--- src/rtl/freq_meter_pkg.sv ---
// Shared widths, constants and digit type for the gated BCD frequency meter.
package freq_meter_pkg;

    localparam int unsigned BCD_DIGITS = 4;
    localparam int unsigned DIGIT_W    = 4;
    localparam int unsigned BCD_W      = BCD_DIGITS * DIGIT_W;
    localparam int unsigned GATE_W     = 32;

    localparam logic [BCD_W-1:0] BCD_MAX = 16'h9999;

    typedef logic [DIGIT_W-1:0] bcd_digit_t;

    localparam bcd_digit_t DIGIT_ZERO = DIGIT_W'(0);
    localparam bcd_digit_t DIGIT_ONE  = DIGIT_W'(1);
    localparam bcd_digit_t DIGIT_NINE = DIGIT_W'(9);

    // Decimal increment of one digit; 9 wraps to 0 (the carry is produced by the caller).
    function automatic bcd_digit_t digit_inc(input bcd_digit_t d);
        return (d == DIGIT_NINE) ? DIGIT_ZERO : bcd_digit_t'(d + DIGIT_ONE);
    endfunction

endpackage

--- src/rtl/bcd_digit.sv ---
// One decade of the BCD accumulator: clear/preload, increment with carry-out, freeze on saturation.
module bcd_digit
    import freq_meter_pkg::*;
(
    input  logic       clk,
    input  logic       rst,
    input  logic       clr,
    input  logic       load1,
    input  logic       inc,
    input  logic       hold,
    output bcd_digit_t q,
    output logic       carry
);

    // Window restart wins over counting; hold keeps a saturated 9999 from wrapping.
    always_ff @(posedge clk or posedge rst) begin
        if (rst) begin
            q <= DIGIT_ZERO;
        end else if (clr) begin
            q <= load1 ? DIGIT_ONE : DIGIT_ZERO;
        end else if (inc && !hold) begin
            q <= digit_inc(q);
        end
    end

    // Ripple into the next decade when this one rolls over.
    assign carry = inc & (q == DIGIT_NINE);

endmodule

--- src/rtl/freq_meter_bcd.sv ---
// Gated frequency meter: counts sig_in rises per window and latches a 4-digit BCD result.
module freq_meter_bcd
    import freq_meter_pkg::*;
#(
    parameter int unsigned GATE_CYCLES = 50_000_000
) (
    input  logic             clk,
    input  logic             rst,
    input  logic             sig_in,
    output logic [BCD_W-1:0] bcd_out,
    output logic             valid,
    output logic             overflow
);

    localparam logic [GATE_W-1:0] GATE_LAST = GATE_W'(GATE_CYCLES - 1);

    logic              sync1;
    logic              sync2;
    logic              dly;
    logic              sig_edge;
    logic [GATE_W-1:0] gate_cnt;
    logic              gate_end;
    bcd_digit_t        q0, q1, q2, q3;
    logic              c0, c1, c2, c3;
    logic              sat_hit;
    logic [BCD_W-1:0]  acc;
    logic              sat;

    // Two-flop synchronizer plus a delay stage for rising-edge detection.
    always_ff @(posedge clk or posedge rst) begin
        if (rst) begin
            sync1 <= 1'b0;
            sync2 <= 1'b0;
            dly   <= 1'b0;
        end else begin
            sync1 <= sig_in;
            sync2 <= sync1;
            dly   <= sync2;
        end
    end

    assign sig_edge = sync2 & ~dly;

    // Free-running window counter; gate_end marks the last cycle of each window.
    always_ff @(posedge clk or posedge rst) begin
        if (rst) begin
            gate_cnt <= '0;
        end else if (gate_end) begin
            gate_cnt <= '0;
        end else begin
            gate_cnt <= gate_cnt + GATE_W'(1);
        end
    end

    assign gate_end = (gate_cnt == GATE_LAST);

    // The top-decade carry is set exactly when acc == BCD_MAX and an edge arrives.
    assign sat_hit = c3;

    bcd_digit u_d0 (
        .clk   (clk),
        .rst   (rst),
        .clr   (gate_end),
        .load1 (sig_edge),
        .inc   (sig_edge),
        .hold  (sat_hit),
        .q     (q0),
        .carry (c0)
    );

    bcd_digit u_d1 (
        .clk   (clk),
        .rst   (rst),
        .clr   (gate_end),
        .load1 (1'b0),
        .inc   (c0),
        .hold  (sat_hit),
        .q     (q1),
        .carry (c1)
    );

    bcd_digit u_d2 (
        .clk   (clk),
        .rst   (rst),
        .clr   (gate_end),
        .load1 (1'b0),
        .inc   (c1),
        .hold  (sat_hit),
        .q     (q2),
        .carry (c2)
    );

    bcd_digit u_d3 (
        .clk   (clk),
        .rst   (rst),
        .clr   (gate_end),
        .load1 (1'b0),
        .inc   (c2),
        .hold  (sat_hit),
        .q     (q3),
        .carry (c3)
    );

    assign acc = {q3, q2, q1, q0};

    // Sticky saturation flag, cleared as each window closes.
    always_ff @(posedge clk or posedge rst) begin
        if (rst) begin
            sat <= 1'b0;
        end else if (gate_end) begin
            sat <= 1'b0;
        end else if (sat_hit) begin
            sat <= 1'b1;
        end
    end

    // Publish the finished window; result and overflow hold until the next one.
    always_ff @(posedge clk or posedge rst) begin
        if (rst) begin
            bcd_out  <= '0;
            overflow <= 1'b0;
            valid    <= 1'b0;
        end else begin
            valid <= gate_end;
            if (gate_end) begin
                bcd_out  <= acc;
                overflow <= sat;
            end
        end
    end

endmodule

--- config.mk ---
export PLATFORM = sky130hd
export DESIGN_NAME = freq_meter_bcd
export DESIGN_NICKNAME = d
export VERILOG_FILES = /design/src/rtl/freq_meter_pkg.sv /design/src/rtl/bcd_digit.sv /design/src/rtl/freq_meter_bcd.sv
export SDC_FILE = /design/constraint.sdc
export NUM_CORES = 1
export LEC_CHECK = 0
export ABC_CLOCK_PERIOD_IN_PS = 4870
export CAP_MARGIN = 20
export CORE_MARGIN = 5
export CORE_UTILIZATION = 65
export CTS_BUF_LIST = sky130_fd_sc_hd__clkbuf_8
export CTS_CLUSTER_DIAMETER = 120
export DETAILED_ROUTE_END_ITERATION = 10
export PLACE_DENSITY = 0.86
export SLEW_MARGIN = 10
export SYNTH_ARGS = -nofsm -noshare
export SYNTH_HDL_FRONTEND = slang
export SYNTH_SLANG_ARGS = --single-unit
--- constraint.sdc ---
create_clock -name clk -period 4.87 [get_ports clk]
set_input_delay 0.7305 -clock clk [delete_from_list [all_inputs] [get_ports clk]]
set_output_delay 0.7305 -clock clk [all_outputs]
set_load 0.02 [all_outputs]
# Word level (Yosys, flattened, before mapping)
# Cells that the tools add are included.
# totals
word_cells	54
out_inout_bits	18
input_bits	3
regBits	70
# classes
bitwise_logic	6
mux	16
n_reduce_logical	10
add_sub_neg	5
n_eq_ne	5
# ops
op	n
2-to-1 mux 4 bit	12
adder 32 x 1 -> 32 bit (second input constant)	1
== test 32 x 26 -> 1 bit (second input constant)	1
2-to-1 mux 32 bit	1
adder 4 x 1 -> 4 bit (second input constant)	4
== test 4 bit (second input constant)	4
nonzero test 2 bit	5
bitwise AND 1 bit	5
logical AND 1 bit	4
2-to-1 mux 1 bit	3
zero test 1 bit	1
inverter 1 bit	1

# Longest topological paths before layout
# Gate-level depths: netlist of the first run.
# depth
ltp_word	10
ltp_mapped	8
mapped_depth_nobuf	7

# Modules after synthesis
# A second synthesis of the first run with hierarchy kept.
# hier_totals
hier_cells	314
area_unflattened_um2	3443.3
# by_module_without_submodules
module	cells_each	seq_area_each_um2	area_per_inst_um2	n_inst
freq_meter_bcd	202	1351.3	2402.3	1
bcd_digit	28	100.1	260.2	4

# Least setup slack after synthesis of the first run
# No wires, ideal clock.
# synth_timing
path_kind	register to register
start	reg gate_cnt[0]
end	reg bcd_out[0]
required_time_ns	4.745
stages_incl_launch_ff	7
n_path_buf	1
setup_ns	0.125
slack_ns	2.778
synth_period_minus_slack_ns	2.092
arrival_time_ns	1.967
cell_sequence	dfrtp_1 > ha_1 > nand3_1 > or2_4 > nor4_4 > buf_6 > mux2_2
# synth_between
elab_chain_len	1
# synth_rtl
element	line_no	source
start: declaration	freq_meter_bcd.sv:21	logic [GATE_W-1:0] gate_cnt;
start signal: assignment	freq_meter_bcd.sv:51	gate_cnt <= gate_cnt + GATE_W'(1);
== test 32 x 26 -> 1 bit	freq_meter_bcd.sv:55	assign gate_end = (gate_cnt == GATE_LAST);
end signal: assignment	freq_meter_bcd.sv:120	bcd_out <= '0;
end signal: assignment	freq_meter_bcd.sv:126	bcd_out <= acc;
end: declaration	freq_meter_bcd.sv:10	output logic [BCD_W-1:0] bcd_out,
# Every way passes these cells.
# A chain may end at the register's enable or synchronous reset.

# Worst setup path in the final report of the first run
# layout_timing
start	reg gate_cnt[0]
end	reg bcd_out[13]
# Same word-level chain as after synthesis.

==> flow_metrics.env, run 1 <==
export IMPL_cts_resized=0
export IMPL_syn2layout_area_growth_pct=15.1
export IMPL_grt_pass1_vias=2624
export IMPL_cts_clk_slew_worst_paths_ns=0.07
export IMPL_max_slew_margin_pct=46.7
export IMPL_critPathArrivalTime_ns=2.75
export IMPL_layout_area_seq_um2=1750
export IMPL_die_w_um=81.6
export IMPL_grt_first_pass_wirelength_um=11900
export IMPL_synthAdderAreaFrac_pct=3.38
export IMPL_drc_errors=0
export IMPL_fin_setup_tns_ns=0
export IMPL_clock_latency_ns=0.35
export IMPL_rsz0062_at_grt="false"
export IMPL_crit_path_end="bcd_out[13]$_DFFE_PP0P_"
export IMPL_ant_nets=0
export IMPL_ctsHoldBuffers=0
export IMPL_ff2ff_path_depth=6
export IMPL_reg2reg_from="gate_cnt[0]$_DFF_PP0_"
export IMPL_totalWireLength_um=6540
export IMPL_top_usage_layer="met2"
export IMPL_synth_area_leaders="dfrtp_1 53%, mux2_2 5.4%, xor2_1 4.5%"
export IMPL_drv_slew=0
export IMPL_place_gp_congestion=0.821
export IMPL_clock_skew_final_ns=0.00903
export IMPL_peakVddDrop_mv=0.222
export IMPL_p_leak_nw=1.79
export IMPL_ioPinCount=21
export IMPL_worstSetupEndpointType="register"
export IMPL_path_max_fanout=16
export IMPL_path_delay_family="simple AND/OR/NAND/NOR gates"
export IMPL_synth_top_area_share_pct=52.6
export IMPL_start_util_pct=66.1
export IMPL_fmax_ghz=0.396
export IMPL_status="finished, final reports clean"
export IMPL_root_buffer="clkbuf_8"
export IMPL_fillers=342
export IMPL_die_y_um=81.6
export IMPL_min_path_type="reg2reg"
export IMPL_track_usage_pct=23.2
export IMPL_wire_per_inst_um=15.9
export IMPL_dp_hpwl_um=4360
export IMPL_rows=26
export IMPL_critical_path_depth=6
export IMPL_synth_top_family_by_area="simple AND/OR/NAND/NOR gates"
export IMPL_antenna_found_initial=0
export IMPL_synth_seq_cells=70
export IMPL_ys_seq_area_share_pct=52.6
export IMPL_yosysMostFrequentCell="dfrtp_1"
export IMPL_drive_above_1_share_pct=12.3
export IMPL_syn_nets=324
export IMPL_cts_htree_levels=3
export IMPL_rr_endpoint="bcd_out[13]$_DFFE_PP0P_"
export IMPL_cts_tree="done"
export IMPL_cts_inserted_buffers=9
export IMPL_antenna_cells=0
export IMPL_synth_compound_area_share_pct=4.58
export IMPL_routed_via_count=2383
export IMPL_power_density_nw_per_um2=330
export IMPL_min_period_ns=2.52
export IMPL_core_area_um2=5040
export IMPL_gr_total_overflow=0
export IMPL_netlist_area_um2=3330
export IMPL_grt_max_degree=38
export IMPL_use_met1_pct=29.7
export IMPL_finalSetupViolCount=0
export IMPL_drt_initial_drc_count=131
export IMPL_synth_top_cell_by_area="dfrtp_1"
export IMPL_slowest_delay_ns=0.68
export IMPL_use_met2_pct=38.5
export IMPL_preCtsSetupSlack_ns=2.33
export IMPL_critPathRequiredTime_ns=5.10
export IMPL_crit_path_top_delay_cell="nor4_4"
export IMPL_critPathKind="reg2reg"
export IMPL_grtUsageMet3_pct=5.15
export IMPL_yosys_area_share_xor_xnor_pct=8.15
export IMPL_portBuffers=20
export IMPL_cts_buffer_depth=2
export IMPL_max_cap_viol_count=0
export IMPL_finalCritPeriodShare_pct=51.8
export IMPL_via_per_inst=5.78
export IMPL_cp_start_kind="register"
export IMPL_muxShareOfSynthArea_pct=6.65
export IMPL_crit_chain="ha_1 -> nand3_1 -> or2_4 -> nor4_4 -> buf_4 -> mux2_2"
export IMPL_r2r_slack_ns=2.35
export IMPL_cp_num_buf_inv=1
export IMPL_worst_slack_ns=2.35
export IMPL_yosysWarnings=0
export IMPL_ys_top_cells_by_count="70 x dfrtp_1, 37 x nor2_1, 24 x nand2_1"
export IMPL_synth_distinct_cells=41
export IMPL_yosys_area_share_simple_pct=22.2
export IMPL_nNetsFinal=349
export IMPL_synth_avg_cell_area_um2=10.7
export IMPL_synth_edf_count=0
export IMPL_syn_inst=312
export IMPL_multi_input_comb_area_um2=1510
export IMPL_async_flop_share_pct=100
export IMPL_finalHoldViolCount=0
export IMPL_drt_pass1_iter_count=4
export IMPL_post_cts_setup_buffers=0
export IMPL_dieArea_um2=6660
export IMPL_tightestPinTransition_ns=0.797
export IMPL_worstSetupStartpoint="gate_cnt[0]$_DFF_PP0_"
export IMPL_cts_sinks=70
export IMPL_ys_flop_type="dfrtp_1"
==> stage by stage <==
step	util (%)	hold slack (ns)	total power, mW	cells	area (um^2)
4_1_cts	76.0	0.359	1.27	412	3830
3_5_place_dp	71.4	0.342	0.740	396	3600
3_3_place_gp	71.4	0.338	0.731	396	3600
6_report	76.0	0.356	1.26	412	3830
2_1_floorplan	-	0.331	0.709	312	3330
5_1_grt	76.0	0.380	1.32	412	3830
==> power breakdown <==
group | switching [mW] | internal, mW | leakage [nW]
registers | 0.0331 | 0.603 | 0.948
clock network | 0.219 | 0.316 | 0.116
logic | 0.0566 | 0.0361 | 0.731
total | 0.309 | 0.956 | 1.79
==> placed cells by master (no fill, tap or decap), types with 2 or more instances in the layout <==
cell and n:
dfrtp_1 70, nor2_1 37, nand2_1 24, clkdlybuf4s50_1 20, xor2_1 17, nand3_1 16, mux2_2 16, xnor2_1 14
a21oi_1 13, nand4_1 11, clkbuf_8 11, ha_1 9, nor4_1 8, inv_1 8, and3_1 7, nor3_1 7
o21ai_0 6, and3b_1 4, and2_1 4, nor2b_1 4, nand3b_1 3, mux2i_1 3, buf_4 3, nor4b_1 2
nor4_2 2, a211o_1 2, or3_1 2, bufinv_16 2
==> routing by layer <==
layer,routed length [um],part of all wire [%],vias to the layer above
li1,-,-,1139
met1,2970,45,1201
met2,3290,50,33
met3,187,2.9,10
met4,85,1.3,0
met5,0,0,-
==> worst min-delay path by stage <==
stage                    startpoint         endpoint  slack (ns)  cells past startpoint
floorplan           sync1$_DFF_PP0_  sync2$_DFF_PP0_        0.33                      0
global placement    sync1$_DFF_PP0_  sync2$_DFF_PP0_        0.34                      0
detailed placement  sync1$_DFF_PP0_  sync2$_DFF_PP0_        0.34                      0
CTS                 sync1$_DFF_PP0_  sync2$_DFF_PP0_        0.36                      0
global route        sync1$_DFF_PP0_  sync2$_DFF_PP0_        0.38                      0
finish              sync1$_DFF_PP0_  sync2$_DFF_PP0_        0.36                      0
==> sequential cells by signal, indices dropped and copies added (netlist names) <==
signal	flops
overflow	1
dly	1
sat	1
gate_cnt	32
u_d3.q	4
bcd_out	16
u_d0.q	4
u_d2.q	4
sync2	1
sync1	1
valid	1
u_d1.q	4
==> cells by family after synthesis <==
family                     Yosys count
DFF                                 70
muxes                               20
xor gates and xnor gates            31
AOI/OAI and AO/OA                   26
buffers and inverters               18
adders and majority gates            9
and+or+nand+nor                    138
==> layout make-up <==
class                   instances  area share [%]
repair buffers                 23            5.81
flip-flops and latches         70            45.7
multi-input cells             224            39.3
well taps                      70            2.28
clock inverters                 5            2.12
clock buffers                  11            3.95
inverters                       9           0.881
Note: power is estimated with default switching activity, not from simulation.
==> run 2, diff against run 1 <==
- ABC_CLOCK_PERIOD_IN_PS: 4870 -> 2200
- CORE_UTILIZATION: 65 -> 55
- PLACE_DENSITY: 0.86 -> 0.78
- clock period: 4.87 -> 2.2 ns (I/O delays scaled with it)
==> run 2 against run 1 <==
Against the previous run:
- via count grew 0.38%
- combinational power grew 120%
- critical path depth fell by 1
- design area grew 0.98%
- core utilization fell by 11 points
- count of clock-buffer cells in the layout is 1 higher
- clock skew shrank 0.0025 ns
- first-iteration DRC count fell by 24%
- clock power grew 71%
- largest power group unchanged
- hold slack lost 0.013 ns
==> flow_metrics.env, run 2 (synthesis results as in run 1) <==
export IMPL_status="finished, final reports clean"
export IMPL_rows=28
export IMPL_dp_hpwl_um=4270
export IMPL_critPathRequiredTime_ns=2.40
export IMPL_fin_util_pct=65.4
export IMPL_clock_skew_final_ns=0.00654
export IMPL_tightestPinTransition_ns=0.502
export IMPL_gr_total_overflow=0
export IMPL_clock_latency_ns=0.34
export IMPL_layout_area_seq_um2=1750
export IMPL_ctsHoldBuffers=0
export IMPL_path_delay_family="simple AND/OR/NAND/NOR gates"
export IMPL_syn2layout_area_growth_pct=16.2
export IMPL_antenna_cells=0
export IMPL_critPathArrivalTime_ns=2.25
export IMPL_multi_input_comb_area_um2=1510
export IMPL_ff2ff_path_depth=5
export IMPL_cts_htree_levels=3
export IMPL_layout_commonest_cell="dfrtp_1"
export IMPL_totalWireLength_um=6170
export IMPL_place_gp_congestion=0.830
export IMPL_finalSetupViolCount=0
export IMPL_power_density_nw_per_um2=654
export IMPL_cp_num_buf_inv=0
export IMPL_antenna_found_initial=0
export IMPL_post_cts_setup_buffers=0
export IMPL_worstSetupStartpoint="gate_cnt[28]$_DFF_PP0_"
export IMPL_drt_pass1_iter_count=4
export IMPL_ioPinCount=21
export IMPL_cts_tree="done"
export IMPL_drv_slew=0
export IMPL_cts_sinks=70
export IMPL_grt_first_pass_wirelength_um=11500
export IMPL_regMostFlops="gate_cnt"
export IMPL_r2r_slack_ns=0.15
export IMPL_drt_initial_drc_count=99
export IMPL_cts_buffer_depth=2
export IMPL_fin_setup_tns_ns=0
export IMPL_cts_inserted_buffers=9
export IMPL_fmax_ghz=0.487
export IMPL_finalCritPeriodShare_pct=93.2
export IMPL_via_per_inst=5.67
export IMPL_die_w_um=87.8
export IMPL_die_y_um=87.8
export IMPL_nNetsFinal=356
export IMPL_p_leak_nw=1.82
export IMPL_crit_chain="nor4_1 -> nand4_1 -> or4b_2 -> nand3_1 -> o221ai_1"
export IMPL_min_path_type="in2async"
export IMPL_core_area_um2=5920
export IMPL_grt_pass1_vias=2433
export IMPL_peakVddDrop_mv=0.533
export IMPL_cp_start_kind="register"
export IMPL_top_regs="gate_cnt x32, bcd_out x16"
export IMPL_grt_max_degree=29
export IMPL_path_max_fanout=4
export IMPL_portBuffers=20
export IMPL_dieArea_um2=7710
export IMPL_slowest_delay_ns=0.72
export IMPL_critPathKind="reg2reg"
export IMPL_worstSetupEndpointType="register"
export IMPL_drc_errors=0
export IMPL_max_slew_margin_pct=66.5
export IMPL_cts_clk_slew_worst_paths_ns=0.07
export IMPL_max_cap_viol_count=0
export IMPL_cts_resized=0
export IMPL_track_usage_pct=19.0
export IMPL_finalHoldViolCount=0
export IMPL_start_util_pct=56.3
export IMPL_drive_above_1_share_pct=13.3
export IMPL_wire_per_inst_um=14.6
export IMPL_min_period_ns=2.05
export IMPL_crit_path_top_delay_cell="or4b_2"
export IMPL_root_buffer="clkbuf_8"
export IMPL_layout_common_cells="70 x dfrtp_1, 37 x nor2_1, 24 x nand2_1"
export IMPL_fillers=473
export IMPL_rr_endpoint="u_d0.q[0]$_DFFE_PP0P_"
export IMPL_largest_register_ffs=32
export IMPL_ant_nets=0
export IMPL_rsz0062_at_grt="false"
export IMPL_reg2reg_from="gate_cnt[28]$_DFF_PP0_"
export IMPL_routed_via_count=2392
[run 2: cell count changes in the layout (fill, tap and decap cells not counted)]
cell        before  now
buf_4            3    7
buf_12           0    3
clkinv_4         1    0
bufinv_16        2    0
clkbuf_8        11   12
inv_1            8    9
clkinvlp_4       1    0
[run 2: worst max path at each step]
stage / cells past startpoint / slack [ns] / to
after floorplan: 1 / 0.10 / bcd_out[0]$_DFFE_PP0P_
after global placement: 6 / 0.22 / bcd_out[4]$_DFFE_PP0P_
after detailed placement: 5 / 0.17 / u_d0.q[0]$_DFFE_PP0P_
after CTS: 6 / 0.15 / bcd_out[4]$_DFFE_PP0P_
after global routing: 5 / 0.05 / u_d0.q[0]$_DFFE_PP0P_
final: 5 / 0.15 / u_d0.q[0]$_DFFE_PP0P_
[run 2: cell type report]
cell class                      count  area share [%]
Inverter                            9           0.873
Tap cell                           75            2.42
Timing Repair Buffer               30            8.08
Clock buffer                       12            4.27
Sequential cell                    70            45.2
Clock inverter                      2           0.226
Multi-Input combinational cell    224            38.9
[run 2: through the flow]
step | total power [mW] | std cells | hold slack, ns | setup slack [ns] | instance area (um^2)
after global routing | 2.66 | 422 | 0.379 | 0.0464 | 3870
after CTS | 2.55 | 422 | 0.356 | 0.155 | 3870
final | 2.53 | 422 | 0.344 | 0.149 | 3870
after floorplan | 1.57 | 312 | 0.331 | 0.102 | 3330
after detailed placement | 1.64 | 408 | 0.341 | 0.173 | 3700
after global placement | 1.63 | 408 | 0.332 | 0.220 | 3700
[run 2: worst register-to-register path, stage by stage (launching register included)]
cell,delay (ns)
dfrtp_1,0.41
nor4_1,0.35
nand4_1,0.21
or4b_2,0.72
nand3_1,0.11
o221ai_1,0.11
[run 2: report_power, final]
part / total, mW / internal, mW / leakage (nW) / switching [mW]
registers: 1.41 / 1.34 / 0.948 / 0.0750
logic: 0.205 / 0.0864 / 0.781 / 0.118
clock network: 0.915 / 0.483 / 0.0955 / 0.431
[run 2: metal layers]
layer  GRT usage [%]  wire (um)  up-vias
met5               0          0        -
met4            8.51        155        0
met3            3.48        182       12
met2            29.6       2940       38
met1            26.2       2890     1193
li1                -          -     1149
==> patch 1 (config.mk and constraints of run 2) <==
Add an input register stage for `sig_in`, with the module's reset; this delays it by one clock.
--- a/src/rtl/freq_meter_bcd.sv
+++ b/src/rtl/freq_meter_bcd.sv
@@ -13,6 +13,16 @@
 );
 
     localparam logic [GATE_W-1:0] GATE_LAST = GATE_W'(GATE_CYCLES - 1);
+
+    logic sig_q;
+
+    always_ff @(posedge clk or posedge rst) begin
+        if (rst) begin
+            sig_q <= '0;
+        end else begin
+            sig_q <= sig_in;
+        end
+    end
 
     logic              sync1;
     logic              sync2;
@@ -33,7 +43,7 @@
             sync2 <= 1'b0;
             dly   <= 1'b0;
         end else begin
-            sync1 <= sig_in;
+            sync1 <= sig_q;
             sync2 <= sync1;
             dly   <= sync2;
         end
Function: same outputs for any inputs over 10 cycles, from zero or initial values and one cycle with rst high; that may be too few to reach the edited logic, so the function may still have changed.
==> patch 1 against run 2 <==
  * First-iteration DRC count decreased by 2.0%
  * Core utilization increased by 1.4 points
  * Setup slack improved by 44 ps
  * Cell area increased by 2.1%
  * Synthesized area increased by 0.75%
  * Sequential cell count increased by 1
  * Critical endpoint is now bcd_out[2]$_DFFE_PP0P_
  * Total power increased by 10%
  * Routed wire length increased by 4.5%
  * Die area increased by 0.66%
==> patch 1: results (changes against run 2) <==
metric;value;unit;change
maximum vdd drop;0.000500;V;-6.2%
Largest regs;gate_cnt: 32 flops, bcd_out: 16 flops;;
Hold Worst Slack;351;ps;+7.43 ps
TritonRoute pass-1 iters;4;;unchanged
first-pass GRT wire length;11600;um;+0.72%
cell count after synthesis;313;;+0.32%
clk buf depth;2;;unchanged
sw frac;24.3;%;-0.35 points
Crit-path slowest cell;dfrtp_1;;
status;finished, final reports clean;;
register area share after synthesis;52.9;%;+0.35 points
ClkCell Share;5.63;%;+1.1 points
PortBufs;20;;unchanged
largest net degree at the start of global routing;72;;+150%
clkbuf count;10;;-2
routability cong.;0.777;;-6.4%
Synth top cells by count;dfrtp_1, nor2_1, nand2_1;;
PD cells;705;nW/um2;+7.9%
clock network power;1.15;mW;+26%
via count;2375;;-0.71%
fraction of area in registers;44.9;%;-0.31 points
share of layout cells above drive strength 1;14.5;%;+1.2 points
Final nets;359;;+0.84%
met2 WL;3290;um;+12%
slowest stage delay, CP;390;ps;-330 ps
Layout Cells excl Fill;427;;+1.2%
initial antenna violation count;0;;unchanged
critical hold path startpoint;sync1$_DFF_PP0_;;
vias in the first global route;2453;;+0.82%
Synth Warn #;0;;unchanged
top post-synthesis cells by area;dfrtp_1, mux2_2, xor2_1;;
routed length on met1;2820;um;-2.3%
Leak;1.86;nW;+2.1%
reg2reg setup slack;190;ps;+40 ps
Buffers, non-clock;32;;+6.7%
CP endpoint;bcd_out[2]$_DFFE_PP0P_;;
hold path depth;0;;
Multi-input gate area;1510;um2;+0.42%
Global Route met1 Usage;24.3;%;-1.9 points
Detailed Place HPWL;4380;um;+2.6%
DRT Wirelength;6450;um;+4.5%
hold crit path type;reg -> reg;;
GR Util met3;5.83;%;+2.4 points
synthesized net count;325;;+0.31%
placed insts;411;;+0.74%
1st-iter DRT viols;97;;-2.0%
global-route met2 utilization;32.2;%;+2.6 points
Layout Skew;6.16;ps;-0.386 ps
Seq cells;71;;+1.4%
Worst R2R Start;gate_cnt[0]$_DFF_PP0_;;
CP max FO;28;;+24
GRT Util Overall;19.3;%;+0.28 points
# fillers;456;;-3.6%
non-clk buf share;7.97;%;-0.11 points
worst rel slew slack;69.1;%;+2.6 points
WL met3;202;um;+11%
-- patch 1: through the flow --
stage               utilization, %  cell area [um2]  setup WS [ps]
floorplan                        -             3360           73.4
global placement              62.9             3720            214
detailed placement            62.9             3720            174
CTS                           66.7             3950            161
global route                  66.8             3950           29.3
finish                        66.8             3950            193
-- patch 1: logic make-up (layout without fill, tap and decap cells) --
family	count (synthesis)	count (layout)	share of synthesized area [%]
adder cells (fa/ha/maj)	9	9	3.35
multiplexers	20	20	6.60
XOR/XNOR	31	31	8.09
buffers and inverters	18	57	2.42
AND/OR/NAND/NOR	138	138	22.1
AO/OA/AOI/OAI	26	26	4.55
flip-flops	71	71	52.9
-- patch 1: timing repair --
item / in CTS / in global routing
resized for setup: 0 / 1
setup buffers: 0 / 0
endpoints found under the setup margin: 0 / 1
==> patch 2 (config.mk and constraints of run 2) <==
Without the edit above. `DIGIT_W`: 4 -> 6.
--- a/src/rtl/freq_meter_pkg.sv
+++ b/src/rtl/freq_meter_pkg.sv
@@ -2,7 +2,7 @@
 package freq_meter_pkg;
 
     localparam int unsigned BCD_DIGITS = 4;
-    localparam int unsigned DIGIT_W    = 4;
+    localparam int unsigned DIGIT_W    = 6;
     localparam int unsigned BCD_W      = BCD_DIGITS * DIGIT_W;
     localparam int unsigned GATE_W     = 32;
 
Ports: changed (resized bcd_out); port bits go from 21 to 29. No check against the original RTL was run, so the function may have changed too.
==> patch 2 against run 2 <==
  * Cell count rose by 27%
  * Sequential cell count rose by 16
  * Cell area up 30%
  * Global-route usage increased by 1.5 points
  * Setup slack worse by 170 ps
  * Clock power is 11% higher
  * Synthesized area rose by 21%
  * Largest cell class unchanged
  * Total power grew 15%
  * Non-clock buffer count is 40 higher
  * Routed wire length rose by 42%
  * The flow now finishes with violations (negative setup slack)
==> patch 2: results (changes against run 2) <==
metric;value;unit;change
# fillers;503;;+6.3%
CTS Buf Count;9;;unchanged
Layout Skew;14.6;ps;+8.10 ps
hold crit path type;reg -> reg;;
xor/xnor share of the synthesized area;8.07;%;-0.078 points
ant diodes;0;;unchanged
CP max FO;5;;+1
Final setup viols;15;;+15
TritonRoute pass-1 iters;4;;unchanged
share of layout cells above drive strength 1;22.4;%;+9.2 points
internal power;2.17;mW;+14%
Layout Cells excl Fill;536;;+27%
setup ws final;-17.7;ps;-166 ps
largest net degree at the start of global routing;54;;+86%
Root Buffer;clkbuf_8;;
vias in the first global route;3093;;+27%
1st-iter DRT viols;139;;+40%
Synth top cells by count;dfrtp_1, nor2_1, nand3_1, xnor2_1;;
CTS clk-pin slew, worst paths;80;ps;
Clk Latency, worst-skew pair;360;ps;+20 ps
slowest stage delay, CP;420;ps;-300 ps
clk buf depth;2;;unchanged
Compound-Gate Fraction of Synth Area;3.74;%;-0.84 points
Detailed Place HPWL;5390;um;+26%
synthesized net count;373;;+15%
placed insts;501;;+23%
maximum vdd drop;0.000422;V;-21%
Fin Setup TNS;-84.2;ps;-84.2 ps
H-tree depth;3;;unchanged
initial antenna violation count;0;;unchanged
PortBufs;28;;+40%
Crit-path slowest cell;or3_4;;
GRT Util Overall;20.6;%;+1.5 points
top post-synthesis cells by area;dfrtp_1, mux2_2, xnor2_1;;
Post-Synth Adder-Cell Area;2.80;%;-0.58 points
post-DR wirelength/cell;16.3;um;+12%
Final nets;444;;+25%
FFs w/ async S/R, synth;100;%;unchanged
failing checks;negative setup slack;;
WP data arrival;2460;ps;+210 ps
Synth Warn #;0;;unchanged
Largest regs;gate_cnt: 32 flops, bcd_out: 24 flops;;
Yosys cell types;43;;+4.9%
Leak;2.28;nW;+25%
Via density;5.55;;-2.1%
pre-CTS WS;6.66;ps;-166 ps
combinational power share;7.8;%;-0.3 points
first-pass GRT wire length;14300;um;+25%
CP delay by family, top;simple AND/OR/NAND/NOR gates;;
synthesized area per cell;11.1;um2;+4.1%
status;complete, but fails checks;;
routability cong.;0.837;;+0.86%
worst slew pin tran;609;ps;+107 ps
post-synthesis mux area share;7.79;%;+1.1 points
register area share after synthesis;53.6;%;+1.0 points
patch 2: cell types whose count changed after synthesis, sizes merged, moves of 5 or more:
cell / change
nand3: +5
nand4: +8
mux2: +9
nor2: +6
nand2: -12
xnor2: +7
nor3: +8
dfrtp: +16
patch 2: logic make-up after synthesis:
family / count (synthesis)
DFF: 86
xor gates and xnor gates: 37
muxes: 28
buffers and inverters: 23
adders and majority gates: 9
AOI/OAI and AO/OA: 25
and+or+nand+nor: 153
patch 2: worst register-to-register path, stage by stage (launching register included):
cell       delay (ps)
dfrtp_1           370
ha_2              210
nand3_2            80
or3_4             420
nor4_4            310
buf_4             170
clkbuf_16         130
buf_8             120
mux2_4            300
patch 2: path summary, 6_finish.rpt:
path | start | to | slack [ps] | depth (start not counted)
worst min-delay path | sync1$_DFF_PP0_ | sync2$_DFF_PP0_ | 360 | 0
worst min register to register | sync1$_DFF_PP0_ | sync2$_DFF_PP0_ | 360 | 0
worst max-delay path | gate_cnt[0]$_DFF_PP0_ | bcd_out[22]$_DFFE_PP0P_ | -20 | 8
worst max register to register | gate_cnt[0]$_DFF_PP0_ | bcd_out[22]$_DFFE_PP0P_ | -20 | 8
min in group asynchronous | rst | u_d0.q[5]$_DFFE_PP0P_ | 380 | 3
max in group asynchronous | rst | bcd_out[17]$_DFFE_PP0P_ | 1430 | 3
patch 2: through the flow:
step	util (%)	area, um2	power, mW
floorplan	-	4020	1.83
global placement	63.2	4530	1.92
detailed placement	63.2	4530	1.93
CTS	68.4	4900	2.95
global route	70.2	5040	3.06
finish	70.2	5040	2.92
patch 2: area by class of cell:
class | instances | area, um2 | share of cell area (%)
clock inverters | 6 | 43.8 | 0.869
inverters | 13 | 52.6 | 1.04
clock buffers | 10 | 138 | 2.73
flip-flops and latches | 86 | 2150 | 42.7
repair buffers | 70 | 696 | 13.8
multi-input cells | 252 | 1830 | 36.4
well taps | 99 | 124 | 2.46
patch 2: timing repair:
item,CTS,global route
hold endpoints to repair,0,0
resized for setup,13,20
setup buffers,14,3
endpoints found under the setup margin,24,46
pin swaps,3,2
gates cloned,1,2
patch 2: power groups by stage:
stage / sequential (mW) / clock (mW) / combinational (mW)
floorplan: 1.70 / 0 / 0.135
global placement: 1.70 / 0 / 0.215
detailed placement: 1.71 / 0 / 0.221
CTS: 1.68 / 1.05 / 0.224
global route: 1.69 / 1.12 / 0.254
finish: 1.68 / 1.02 / 0.227
patch 2: metal layers:
metal  global-route usage, %  wire length [um]  share of wire, %
met4                    7.94               173               2.0
met5                       0                 0                 0
met3                    7.18               256               2.9
met1                    23.6              3770                43
met2                    35.2              4550                52
